===== config.mk =====
export PLATFORM = sky130hd
export DESIGN_NAME = wb_port_arbiter
export DESIGN_NICKNAME = d
export VERILOG_FILES = /design/src/rtl/wb_arb_pkg.sv /design/src/rtl/wb_arb_fifo.sv /design/src/rtl/wb_port_arbiter.sv
export SDC_FILE = /design/constraint.sdc
export NUM_CORES = 1
export LEC_CHECK = 0
export ABC_AREA = 1
export CAP_MARGIN = 40
export CORE_ASPECT_RATIO = 1.1
export CORE_UTILIZATION = 48
export CTS_BUF_LIST = sky130_fd_sc_hd__clkbuf_8
export DETAILED_ROUTE_END_ITERATION = 7
export PLACE_DENSITY = 0.85
export SLEW_MARGIN = 20
export SYNTH_ARGS = -nofsm -noshare
export SYNTH_HDL_FRONTEND = slang
export SYNTH_SLANG_ARGS = --single-unit

===== constraint.sdc =====
create_clock -name clk -period 2.1 [get_ports clk]
set_input_delay 0.21 -clock clk [delete_from_list [all_inputs] [get_ports clk]]
set_output_delay 0.21 -clock clk [all_outputs]
set_load 0.005 [all_outputs]

===== src/rtl/wb_arb_pkg.sv =====
// -----------------------------------------------------------------------------
// wb_arb_pkg
//   Shared widths and the queue entry type for the register-file write-port
//   arbiter (wb_port_arbiter) and its result queue (wb_arb_fifo).
//
//   DATA_W   : register write data width
//   REG_W    : register address width
//   NUM_REGS : number of architectural registers (width of the busy vector)
//   AGE_W    : width of the head-of-queue age counter (saturates at all-ones)
// -----------------------------------------------------------------------------
package wb_arb_pkg;

    localparam int DATA_W   = 32;
    localparam int REG_W    = 3;
    localparam int NUM_REGS = 1 << REG_W;
    localparam int AGE_W    = 4;

    // One queued long-latency result. live drops when a newer pipeline write
    // to the same register makes the queued value obsolete.
    typedef struct packed {
        logic              live;
        logic [REG_W-1:0]  wr_reg;
        logic [DATA_W-1:0] data;
    } wb_entry_t;

endpackage


===== src/rtl/wb_arb_fifo.sv =====
// -----------------------------------------------------------------------------
// wb_arb_fifo
//   Two-entry in-order queue of long-latency results waiting for the register
//   file write port.
//
//   clk, rst_n   : clock, synchronous active-low reset (empties the queue)
//   i_push       : enqueue {i_push_reg, i_push_data} as a live entry
//   i_pop        : dequeue the head entry
//   i_kill       : clear the live bit of every queued entry targeting
//                  i_kill_reg (an entry pushed this same cycle is unaffected)
//   o_count      : number of occupied slots, 0..2
//   o_head       : head entry (meaningful when o_count != 0)
//   o_busy       : bit r set while a live queued entry targets register r
// -----------------------------------------------------------------------------
module wb_arb_fifo
    import wb_arb_pkg::*;
(
    input  logic                clk,
    input  logic                rst_n,
    input  logic                i_push,
    input  logic [REG_W-1:0]    i_push_reg,
    input  logic [DATA_W-1:0]   i_push_data,
    input  logic                i_pop,
    input  logic                i_kill,
    input  logic [REG_W-1:0]    i_kill_reg,
    output logic [1:0]          o_count,
    output wb_entry_t           o_head,
    output logic [NUM_REGS-1:0] o_busy
);

    wb_entry_t r_mem [2];
    logic      r_head;
    logic      r_tail;
    logic [1:0] r_count;

    logic w_push;
    logic w_pop;

    // Guard against overflow/underflow even if the caller misbehaves.
    assign w_push = i_push && (r_count != 2'd2);
    assign w_pop  = i_pop  && (r_count != 2'd0);

    always_ff @(posedge clk) begin
        if (!rst_n) begin
            r_head  <= 1'b0;
            r_tail  <= 1'b0;
            r_count <= 2'd0;
            for (int i = 0; i < 2; i++) begin
                r_mem[i] <= '0;
            end
        end else begin
            // Kill looks only at registered contents, so a same-cycle push
            // (written below into the free tail slot) survives.
            for (int i = 0; i < 2; i++) begin
                if (i_kill && r_mem[i].live && (r_mem[i].wr_reg == i_kill_reg)) begin
                    r_mem[i].live <= 1'b0;
                end
            end
            // A popped slot loses its live bit so it no longer shows as busy.
            if (w_pop) begin
                r_mem[r_head].live <= 1'b0;
                r_head             <= ~r_head;
            end
            if (w_push) begin
                r_mem[r_tail] <= '{live: 1'b1, wr_reg: i_push_reg, data: i_push_data};
                r_tail        <= ~r_tail;
            end
            case ({w_push, w_pop})
                2'b10:   r_count <= r_count + 2'd1;
                2'b01:   r_count <= r_count - 2'd1;
                default: r_count <= r_count;
            endcase
        end
    end

    assign o_count = r_count;
    assign o_head  = r_mem[r_head];

    always_comb begin
        o_busy = '0;
        for (int i = 0; i < 2; i++) begin
            if (r_mem[i].live) begin
                o_busy[r_mem[i].wr_reg] = 1'b1;
            end
        end
    end

endmodule


===== src/rtl/wb_port_arbiter.sv =====
// -----------------------------------------------------------------------------
// wb_port_arbiter
//   Shares the single register-file write port between the pipeline writeback
//   stage and a long-latency result unit. Pipeline writes win; long-latency
//   results wait in a 2-entry queue and drain in idle slots, or through a
//   one-cycle pipeline stall per pop when the queue is full or its head has
//   waited STARVE_LIMIT cycles.
//
//   Parameter STARVE_LIMIT (1..15): head age that forces a drain.
//   clk, rst_n                 : clock, synchronous active-low reset
//   pipe_wr_en/_reg/_data      : write stage request
//   lu_valid/_reg/_data        : long-latency unit result
//   lu_ready                   : queue accepts a result this cycle
//   pipe_stall                 : write stage must hold its contents
//   rf_wr_en/_reg/_data        : registered register-file write port
//   lu_busy                    : registers with a live queued result
// -----------------------------------------------------------------------------
module wb_port_arbiter
    import wb_arb_pkg::*;
#(
    parameter int STARVE_LIMIT = 8
) (
    input  logic                clk,
    input  logic                rst_n,
    input  logic                pipe_wr_en,
    input  logic [REG_W-1:0]    pipe_wr_reg,
    input  logic [DATA_W-1:0]   pipe_wr_data,
    input  logic                lu_valid,
    input  logic [REG_W-1:0]    lu_reg,
    input  logic [DATA_W-1:0]   lu_data,
    output logic                lu_ready,
    output logic                pipe_stall,
    output logic                rf_wr_en,
    output logic [REG_W-1:0]    rf_wr_reg,
    output logic [DATA_W-1:0]   rf_wr_data,
    output logic [NUM_REGS-1:0] lu_busy
);

    localparam logic [AGE_W-1:0] LP_STARVE = AGE_W'(STARVE_LIMIT);
    localparam logic [AGE_W-1:0] LP_AGE_MAX = '1;

    logic [1:0]          w_count;
    wb_entry_t           w_head;
    logic [NUM_REGS-1:0] w_busy;

    logic w_drain;
    logic w_pipe_grant;
    logic w_pop;
    logic w_push;
    logic w_lu_ready;

    logic [AGE_W-1:0]  r_age;
    logic              r_flush;
    logic              r_rf_en;
    logic [REG_W-1:0]  r_rf_reg;
    logic [DATA_W-1:0] r_rf_data;

    wb_arb_fifo u_fifo (
        .clk         (clk),
        .rst_n       (rst_n),
        .i_push      (w_push),
        .i_push_reg  (lu_reg),
        .i_push_data (lu_data),
        .i_pop       (w_pop),
        .i_kill      (w_pipe_grant),
        .i_kill_reg  (pipe_wr_reg),
        .o_count     (w_count),
        .o_head      (w_head),
        .o_busy      (w_busy)
    );

    // Forced drain depends on registered state only. r_flush keeps the stall
    // going after a pop from a full queue, so a full queue empties in two
    // back-to-back stall cycles.
    assign w_drain = (w_count == 2'd2) ||
                     ((w_count != 2'd0) && ((r_age >= LP_STARVE) || r_flush));

    assign w_pipe_grant = pipe_wr_en && !w_drain;
    assign w_pop        = w_drain || (!pipe_wr_en && (w_count != 2'd0));
    assign w_lu_ready   = rst_n && (w_count != 2'd2);
    assign w_push       = lu_valid && w_lu_ready;

    assign lu_ready   = w_lu_ready;
    assign pipe_stall = rst_n && w_drain;
    assign lu_busy    = rst_n ? w_busy : '0;

    always_ff @(posedge clk) begin
        if (!rst_n) begin
            r_age     <= '0;
            r_flush   <= 1'b0;
            r_rf_en   <= 1'b0;
            r_rf_reg  <= '0;
            r_rf_data <= '0;
        end else begin
            if (w_pipe_grant) begin
                r_rf_en   <= 1'b1;
                r_rf_reg  <= pipe_wr_reg;
                r_rf_data <= pipe_wr_data;
            end else if (w_pop) begin
                // A killed (dead) head consumes the slot without writing.
                r_rf_en   <= w_head.live;
                r_rf_reg  <= w_head.wr_reg;
                r_rf_data <= w_head.data;
            end else begin
                r_rf_en   <= 1'b0;
            end

            if (w_pop || (w_count == 2'd0)) begin
                r_age <= '0;
            end else if (r_age != LP_AGE_MAX) begin
                r_age <= r_age + 1'b1;
            end

            r_flush <= w_drain && (w_count == 2'd2);
        end
    end

    assign rf_wr_en   = r_rf_en;
    assign rf_wr_reg  = r_rf_reg;
    assign rf_wr_data = r_rf_data;

endmodule


== Yosys cells after proc, flatten, opt, wreduce, memory -nomap -nowiden ==
Memories as Yosys holds them, arrays and structs flattened. A register that Yosys moved wholly into a read port is not among the register bits.
Index checks and enable logic that the tools add are counted.

* Order comparisons: 5
* Divide/modulo/power cells: 0
* Mux-type cells: 34
* Eq/ne operators: 7
* $add $sub $neg: 3
* Bitwise operators: 6
* Reduce and logical (&&, ||, !) cells: 27
* Shifts and indexed selects: 0
* Multiply operators: 0

{| class="wikitable"
|+ Operators with widths
! cell !! number
|-
| two-way mux 32 bit || 2
|-
| two-way mux 36 bit || 1
|-
| OR reduction 36 bit || 1
|-
| two-way mux 8 bit || 3
|-
| two-way mux 1 bit || 22
|-
| logical AND 1 bit || 15
|-
| < comparator 3 x 4 -> 1 bit (second input constant) || 2
|-
| OR 8 bit || 1
|-
| demux 1 bit (select 3 bit) || 2
|-
| == test 3 bit || 2
|-
| greater-or-equal comparator 3 x 1 -> 1 bit (second input constant) || 2
|-
| two-way mux 3 bit || 2
|-
| nonzero test 2 bit || 3
|-
| adder 4 x 1 -> 4 bit (second input constant) || 1
|-
| == test 2 bit (second input constant) || 2
|-
| greater-or-equal comparator 4 bit (second input constant) || 1
|-
| logical OR 1 bit || 4
|-
| inequality test 4 bit (second input constant) || 1
|-
| one-hot mux 2 bit (2 select lines) || 1
|-
| NOT 1 bit || 3
|-
| adder 2 x 1 -> 2 bit (second input constant) || 1
|-
| == test 2 x 1 -> 1 bit (second input constant) || 1
|-
| logical NOT 1 bit || 2
|-
| logical NOT 2 bit || 1
|-
| 5 further kinds || 6
|}

* Register bits: 45
* Memory bits (writable): 72
* Latch bits: 0
* Output and inout bits: 46
* Memories kept: 1
* Bits in read-only memories: 0
* Logic and storage cells: 91
* Input port bits: 74

{| class="wikitable"
|+ Memories
! memory !! words !! bits a word !! read ports !! clocked after memory_dff !! write ports !! RTL line !! source
|-
| u_fifo.r_mem || 2 || 36 || 3 || 1 || 3 || wb_arb_fifo.sv:31 || <nowiki>wb_entry_t r_mem [2];</nowiki>
|}

== Longest topological paths before layout ==
* Depth after elaboration: 13
* Depth in mapped cells: 9

== By module ==
A second synthesis with hierarchy kept.

* Cell total of the unflattened synthesis: 703
* Area, all modules: 6,012.0 um2

{| class="wikitable"
|+ Modules (own cells, without submodules)
! module !! area each (um2) !! instances !! cells an instance
|-
| wb_arb_fifo || 3,668.5 || 1 || 337
|-
| wb_port_arbiter || 2,343.5 || 1 || 366
|}

== Worst setup path before layout ==
Ideal clock, no wire load.

* Path kind: flip-flop to flip-flop
* Start point: reg u_fifo.r_count[0] (netlist: u_fifo.o_count[0])
* End point: mem u_fifo.r_mem[0][0] in the netlist's numbering, enable pin
* Cell stages (with the launch flop): 8
* Clock period less this slack: 2.207 ns
* Arrival time: 1.815 ns
* Path slack: -0.107 ns
* Cells stage by stage: dfxtp_1 > inv_2 > a21oi_4 > nand2_2 > inv_2 > nand2_4 > buf_6 > nand2_1

{| class="wikitable"
|+ RTL lines
! element !! RTL line !! source
|-
| start: declaration || wb_arb_fifo.sv:34 || <nowiki>logic [1:0] r_count;</nowiki>
|-
| start signal: assignment || wb_arb_fifo.sv:69 || <nowiki>2'b10: r_count <= r_count + 2'd1;</nowiki>
|-
| start signal: assignment || wb_arb_fifo.sv:70 || <nowiki>2'b01: r_count <= r_count - 2'd1;</nowiki>
|-
| start signal: assignment || wb_arb_fifo.sv:71 || <nowiki>default: r_count <= r_count;</nowiki>
|-
| end: declaration || wb_arb_fifo.sv:31 ||
|}

==> reports/results.ini <==
[worst_setup_path]
r2r_end = u_fifo.r_mem[1][10]
crit_path_start_kind = flop
rrSetupSlack_ns = 0.34
cp_top_family = buffers and inverters
crit_path_top_delay_cell = clkdlybuf4s50_1
r2r_cells = 7
critPathKind = reg -> out
cpPeakStageDelay_ns = 0.51
arrival_ns = 1.85
path_buf_inv = 2
crit_chain = buf_4, nand4_1, a21oi_2, clkdlybuf4s50_1
r2r-start = u_fifo.o_count[0]
end_kind = output pin
crit_fanout = 6
required_ns = 1.89
cp-endpoint = lu_busy[7]
startpoint = u_fifo.r_mem[1][34]
cp.depth = 4

[routing]
viasPerCell = 4.880
antenna_left = 0
wl_per_cell_um = 13.36
wl_um = 13030
first_pass_iters = 7
num_vias = 4758
drtIter0Drc = 265
drc = 0

[timing]
period_minus_slack_ns = 2.063
slew_headroom_pct = 69.11
final_hold_viol_count = 0
clock.fmax_mhz = 484.8
worst_pin_slew_ns = 0.4634
rsz0062_at_grt = true
fin_crit_sh_pct = 98.23
setup_viol = 0
finalSetupTns_ns = 0
timing.final.max_slew_violations = 0
skew_ns = 0.008833

[grt]
gr-total-overflow = 0
track_usage_pct = 22.17
grt_pass1_wl_um = 20460
grt_max_degree = 43
grt_pass1_vias = 4318
antenna_found_initial = 0

[clocking]
cts_root_buf = clkbuf_8
clk_latency_ns = 0.42
cts_htree_levels = 4
cts.hold.buffers_added = 0
clk_pin_slew_worst_paths_ns = 0.07
clock_sinks = 118
clockBufferDepth = 2
cts_tree = built
cts-buffers-inserted = 17

[status]
status = finished, final reports clean

[logic_synthesis]
yosysWarnings = 0
ys_seq_area_share_pct = 54.64
synth_compound_area_share_pct = 6.786
synth.lib_cells_used.distinct = 28
muxShareOfSynthArea_pct = 0
syn_nets = 758
synthAdderAreaFrac_pct = 0.6696
synth_top_area_cell = edfxtp_1
synthXorXnorAreaFrac_pct = 0.6250
synth_edf_count = 70
yosys.area.top_type_share_pct = 37.50
synth_flop_cell = edfxtp_1
synthSimpleGateAreaFrac_pct = 27.14
syn_area_um2 = 5605
synthArstFlopShare_pct = 0
ys_top_cells_by_area = edfxtp_1 (38%), dfxtp_1 (17%), nand2_1 (15%), inv_1 (6.2%), nor2_1 (6.2%)
avgSynthCellArea_um2 = 8.231
ys_ff_latch = 118
synth_top_family_by_area = simple AND/OR/NAND/NOR gates
netlist_instances = 681

[place]
port_buffers = 119
gp_congestion = 0.8782
post-dp-hpwl_um = 8643
place_area_um2 = 6948

[final_layout]
postLayoutCellArea_um2 = 7387
largest_reg_flops = 72
regMostFlops = u_fifo.r_mem
syn_to_final_growth_pct = 31.79
diodes = 0
nets = 889
drive_above_1_share_pct = 11.03

[power]
ir_worst_vdd_uv = 548.7
power_leakage_nw = 3.512
p_per_area_nw_per_um2 = 1038

[run]
maxCapViolations = 0

[floorplan]
die_area_um2 = 12110
io_pins = 120
fp.dieH_um = 115.3
start_util_pct = 49.00
placementRows = 41
die_width_um = 105.0
coreArea_um2 = 11440

[min_path]
hold_path_class = in -> reg

## logic make-up after synthesis
logic type	count (synthesis)
simple gates	371
buf+inv	126
flops	118
compound gates	59
xor+xnor	4
fa+ha+maj	3
## stage by stage
stage	setup WS, ns	hold WS (ns)	total power [mW]	cells	util [%]
2_1_floorplan	0.002136	0.3894	4.701	681	-
3_3_place_gp	0.1962	0.4883	5.686	937	60.60
3_5_place_dp	0.1515	0.4919	5.780	938	60.73
4_1_cts	0.004629	0.1177	7.680	970	63.97
5_1_grt	-0.06487	0.1463	8.155	975	64.57
6_report	0.03709	0.1231	7.670	975	64.57
## metal layers
layer,part of all wire [%],track usage [%],wire length (um)
met1,42,27.31,5432
met4,1.7,9.390,220
met2,50,38.15,6493
met5,0,0,0
met3,6.7,4.592,878
## report_power, final
group / switching, mW / internal [mW]
logic: 1.52 / 1.16
clock network: 0.844 / 1.05
registers: 0.212 / 2.87
total: 2.58 / 5.09
## worst min-delay path by stage
| stage | depth (start not counted) | to | startpoint | slack [ns] |
|---|---|---|---|---|
| finish | 3 | r_flush | rst_n | 0.12 |
| global route | 3 | r_flush | rst_n | 0.15 |
| CTS | 3 | r_flush | rst_n | 0.12 |
| detailed placement | 2 | rf_wr_data[5] | u_fifo.r_mem[0][5] | 0.49 |
| global placement | 2 | rf_wr_data[26] | u_fifo.r_mem[0][26] | 0.49 |
| floorplan | 2 | u_fifo.r_tail | lu_valid | 0.39 |
## cells in the final DEF, fill, tap and decap left out, types with 2 or more instances in the layout
cell | synthesis | layout
dlymetal6s2s_1 | 0 | 4
inv_1 | 93 | 96
ha_1 | 3 | 3
nor2_2 | 1 | 6
buf_4 | 6 | 21
clkbuf_8 | 0 | 18
a31oi_1 | 2 | 2
bufinv_16 | 0 | 2
o21ai_0 | 20 | 20
xnor2_1 | 2 | 2
nor2_1 | 93 | 87
a21oi_1 | 17 | 16
dfxtp_1 | 48 | 48
nand2_4 | 2 | 2
clkdlybuf4s50_1 | 0 | 114
nor3_1 | 4 | 4
nand2_1 | 221 | 219
nor2_4 | 1 | 2
buf_12 | 0 | 2
or2_2 | 17 | 17
nand4_1 | 6 | 6
edfxtp_1 | 70 | 70
nand2_2 | 3 | 5
inv_2 | 2 | 3
clkinv_2 | 0 | 5
nand3_1 | 22 | 22
o2111ai_1 | 18 | 18
xor2_1 | 2 | 2
## final cells by class
type | instances | area (um^2)
clock buffer | 18 | 247.7
clock inverter | 14 | 120.1
fill | 908 | 4053
inverter | 95 | 356.6
multi-input combinational | 437 | 2003
sequential | 118 | 3063
tap | 150 | 187.7
timing repair buffer | 143 | 1409
## synth_stat cells, types with 3 or more instances
library cell / n
nand2_1: 221
o2111ai_1: 18
inv_1: 93
clkbuf_1: 12
nand2_2: 3
nand4_1: 6
or2_2: 17
buf_2: 4
nor2_1: 93
a21oi_1: 17
edfxtp_1: 70
dfxtp_1: 48
nor3_1: 4
o21ai_0: 20
nand3_1: 22
buf_6: 9
buf_4: 6
ha_1: 3
## worst reg2reg max path, cell delays in order, from the launching register on
cell,delay (ns)
dfxtp_1,0.46
inv_2,0.11
a21oi_4,0.15
nand2_2,0.12
inv_2,0.12
nand2_4,0.06
nand2_2,0.20
buf_4,0.27
## what timing repair did
item,4_1_cts,5_1_grt
endpoints found under the setup margin,3,6
resized for setup,1,12
buffers inserted,0,5
Power figures use the tool's default switching activity.
